[src/rtl/mod7_residue_gen.sv]
// Serial mod-7 residue generator: folds a WIDTH-bit operand one 3-bit chunk per
// cycle with end-around carry (8 == 1 mod 7), then presents a normalized residue.
module mod7_residue_gen #(
    parameter int WIDTH = 16
) (
    input  logic             i_clk,
    input  logic             i_rst,
    input  logic             i_in_valid,
    output logic             o_in_ready,
    input  logic [WIDTH-1:0] i_in_data,
    output logic             o_out_valid,
    input  logic             i_out_ready,
    output logic [2:0]       o_out_res
);
    localparam int NCH = (WIDTH + 2) / 3;
    localparam int EW  = 3 * NCH;
    localparam int CW  = (NCH > 1) ? $clog2(NCH) : 1;

    localparam logic [1:0] S_IDLE  = 2'd0;
    localparam logic [1:0] S_ACCUM = 2'd1;
    localparam logic [1:0] S_DONE  = 2'd2;

    logic [1:0]    r_state;
    logic [EW-1:0] r_shift;
    logic [2:0]    r_acc;
    logic [CW-1:0] r_cnt;

    logic [EW-1:0] w_ext;
    logic [3:0]    w_sum;
    logic          w_last;
    logic          w_accept;

    // Top chunk is zero-padded when WIDTH is not a multiple of 3.
    always_comb begin
        w_ext              = '0;
        w_ext[WIDTH-1:0]   = i_in_data;
    end

    assign w_sum      = {1'b0, r_acc} + {1'b0, r_shift[2:0]};
    assign w_last     = (r_cnt == CW'(NCH - 1));
    assign o_in_ready = (r_state == S_IDLE) && !i_rst;
    assign w_accept   = i_in_valid && o_in_ready;
    assign o_out_valid = (r_state == S_DONE);
    // 3'b111 is the alternate encoding of zero.
    assign o_out_res  = (r_acc == 3'b111) ? 3'b000 : r_acc;

    always_ff @(posedge i_clk) begin
        if (i_rst) begin
            r_state <= S_IDLE;
            r_shift <= '0;
            r_acc   <= '0;
            r_cnt   <= '0;
        end else begin
            case (r_state)
                S_IDLE: begin
                    if (w_accept) begin
                        r_shift <= w_ext;
                        r_acc   <= '0;
                        r_cnt   <= '0;
                        r_state <= S_ACCUM;
                    end
                end
                S_ACCUM: begin
                    // Max sum 14 folds to 6+1=7, so the carry add never overflows 3 bits.
                    r_acc   <= w_sum[2:0] + {2'b00, w_sum[3]};
                    r_shift <= r_shift >> 3;
                    r_cnt   <= r_cnt + 1'b1;
                    if (w_last) begin
                        r_state <= S_DONE;
                    end
                end
                S_DONE: begin
                    if (i_out_ready) begin
                        r_state <= S_IDLE;
                    end
                end
                default: r_state <= S_IDLE;
            endcase
        end
    end
endmodule

[config.mk]
export PLATFORM = sky130hd
export DESIGN_NAME = mod7_residue_gen
export DESIGN_NICKNAME = d
export VERILOG_FILES = /design/src/rtl/mod7_residue_gen.sv
export SDC_FILE = /design/constraint.sdc
export NUM_CORES = 1
export LEC_CHECK = 0
export CAP_MARGIN = 10
export CORE_ASPECT_RATIO = 0.5
export CORE_MARGIN = 4
export CORE_UTILIZATION = 35
export CTS_CLUSTER_SIZE = 25
export DETAILED_ROUTE_END_ITERATION = 10
export DONT_BUFFER_PORTS = 1
export SETUP_SLACK_MARGIN = 0.3
export SLEW_MARGIN = 20
export SYNTH_ARGS = -nofsm -noshare
export SYNTH_HDL_FRONTEND = slang
export SYNTH_SLANG_ARGS = --single-unit
[constraint.sdc]
create_clock -name i_clk -period 2.7 [get_ports i_clk]
set_input_delay 0.54 -clock i_clk [delete_from_list [all_inputs] [get_ports i_clk]]
set_output_delay 0.54 -clock i_clk [all_outputs]
set_load 0.005 [all_outputs]
==> impl_metrics.tcl <==
set metrics [dict create \
    yosysSeqAreaShare_pct 36.8 \
    dp_hpwl_um 1850 \
    synth.distinct_cells 28 \
    first_global_vias 956 \
    first_pass_iters 4 \
    dieWidth_um 94.4 \
    grt_pass1_wl_um 4480 \
    cts_buffer_depth 2 \
    clkSlewWorstSetupHoldPaths_ns 0.08 \
    grt_max_degree 26 \
    maxCapViolations 0 \
    dr.first_iter.drc_count 60 \
    path_class "reg2out" \
    routed_wl_um 2580 \
    crit_required_ns 2.16 \
    postCtsSetupRepairBufs 0 \
    ys_ff_latch 24 \
    met3_usage_pct 4.85 \
    fin_crit_sh_pct 74.1 \
    power_per_cell_area_nw_per_um2 541 \
    setup_viol 0 \
    synth_nets 178 \
    grt_usage_pct 12.1 \
    drive_gt1_share_pct 6.90 \
    avgSynthCellArea_um2 8.70 \
    yosys_warnings 0 \
    final_cell_count_no_fill 196 \
    cts_tree "done" \
    netlist_area_um2 1310 \
    status "finished, final reports clean" \
    syn_inst 150 \
    grt_busiest_layer "met2" \
    htreeDepth 1 \
    critPathLaunchType "flop" \
    fillCellCount 375 \
    p_leak_nw 0.583 \
    grtUsageMet1_pct 13.9 \
    antenna_cells 0 \
    drc 0 \
    power_mw 0.746 \
    final.setup.tns_ns 0 \
    cts_hold_buf 0 \
    r2r_slack_ns 0.82 \
    die_area_um2 4830 \
    vias 964 \
    dp_cells 192 \
    ir_drop_uv 178 \
    core-area_um2 3510 \
    initial_core_util_pct 37.2 \
    std_cell_rows 15 \
    fin_skew_ns 0.00170 \
    wl_per_cell_um 13.1 \
    antenna_found_initial 0 \
    rsz0062_at_grt "false" \
    maxSlewHeadroom_pct 50.0 \
    cts_resized 0 \
    clock-sinks 24 \
    fmax_mhz 500 \
    area_growth_pct 5.66 \
    min_period_ns 2.00 \
    ioPinCount 25 \
    finalMaxSlewViolations 0 \
    cp_max_fo 23 \
    clk_latency_ns 0.27 \
    hold_violations 0 \
    min_path_type "in2reg" \
    ant_nets 0 \
    cts-root-buf "clkbuf_8" \
    viasPerCell 4.92 \
    numCtsBuffers 3 \
    die_height_um 51.2 \
    worstMarginPinSlew_ns 0.749 \
    port_buffers 0 \
    end_kind "primary output" \
    gp_congestion 0.846 \
    use_met2_pct 20.1 \
    layout.nets 174 \
    cp.arrival_ns 1.46 \
    overflow 0 \
]
## routing by layer
layer  part of all wire (%)  up-vias
met3                    6.8        5
met2                     47       14
met1                     44      442
met5                      0        -
li1                       -      503
met4                    2.0        0
## power breakdown
group,total [mW],switching (mW),internal [mW]
Clock,0.245,0.115,0.130
Sequential,0.398,0.0197,0.379
Combinational,0.102,0.0481,0.0539
## cells in the final DEF (no fill, tap or decap), types with 2 or more instances in the layout
cell | synthesis | routed
nor3_1 | 13 | 13
clkbuf_8 | 0 | 4
a21oi_1 | 15 | 15
nor2b_1 | 2 | 2
or3b_1 | 13 | 13
buf_4 | 4 | 2
a22oi_1 | 7 | 7
ha_1 | 7 | 7
nand2b_1 | 13 | 13
nor2_1 | 21 | 21
nor3b_1 | 2 | 2
a21boi_0 | 2 | 2
inv_1 | 7 | 7
a21o_1 | 2 | 2
dfxtp_1 | 24 | 24
## final cells by class
class / instances / area (um2) / area share [%]
Clock buffer: 4 / 55.1 / 3.99
Timing Repair Buffer: 2 / 15.0 / 1.09
Tap cell: 51 / 63.8 / 4.63
Multi-Input combinational cell: 108 / 738 / 53.5
Sequential cell: 24 / 480 / 34.8
Inverter: 7 / 26.3 / 1.91
## through the flow
stage	cell area [um2]	util [%]	hold slack [ns]	setup WS, ns
4_1_cts	1380	39.3	0.318	0.705
3_3_place_gp	1320	37.7	0.473	0.917
3_5_place_dp	1320	37.7	0.477	0.859
5_1_grt	1380	39.3	0.312	0.600
2_1_floorplan	1310	-	0.463	0.959
6_report	1380	39.3	0.324	0.699
## kinds of logic after synthesis
| kind of cell | share of synthesized area (%) |
|---|---|
| XOR/XNOR | 1.73 |
| multiplexers | 0.767 |
| buffers and inverters | 6.62 |
| flip-flops | 36.8 |
| adder cells (fa/ha/maj) | 8.25 |
| AO/OA/AOI/OAI | 16.9 |
| AND/OR/NAND/NOR | 29.0 |
## final timing paths
kind                     from           to  depth (start not counted)
setup / recovery   r_state[0]   o_in_ready                          2
hold / removal          i_rst   r_shift[1]                          1
setup reg to reg     r_acc[0]     r_acc[2]                          8
hold reg to reg   r_shift[10]  r_shift[10]                          2
## cells in the mapped netlist
| cell type | n | area (um2) |
|---|---|---|
| clkbuf_1 | 3 | 11.3 |
| fa_1 | 1 | 20.0 |
| a21oi_1 | 15 | 75.1 |
| inv_1 | 7 | 26.3 |
| nor2_1 | 21 | 78.8 |
| or3b_1 | 13 | 114 |
| a21o_1 | 2 | 15.0 |
| buf_4 | 4 | 30.0 |
| a311oi_2 | 1 | 15.0 |
| o21ai_0 | 1 | 5.00 |
| buf_1 | 1 | 3.75 |
| a21boi_0 | 2 | 15.0 |
| o21bai_2 | 1 | 11.3 |
| dfxtp_1 | 24 | 480 |
| nand2_1 | 1 | 3.75 |
| nand2b_1 | 13 | 81.3 |
| nor3b_1 | 2 | 15.0 |
| a22oi_1 | 7 | 52.6 |
| ha_1 | 7 | 87.6 |
| and2b_1 | 1 | 7.51 |
| mux2i_1 | 1 | 10.0 |
| o21ba_2 | 1 | 10.0 |
| buf_2 | 3 | 15.0 |
| nor3_1 | 13 | 65.1 |
| a32oi_1 | 1 | 8.76 |
| nor2b_1 | 2 | 12.5 |
| xnor3_1 | 1 | 22.5 |
| a211oi_2 | 1 | 12.5 |
## state kept, by name (all words and copies together), names as in the netlist
signal,cells
r_shift,16
r_acc,3
r_cnt,3
r_state,2
## worst max-delay path: stages, from the launching register on
cell	delay, ns
dfxtp_1	0.81
buf_4	0.29
nor3_1	0.08
(Power assumes the default switching activity.)
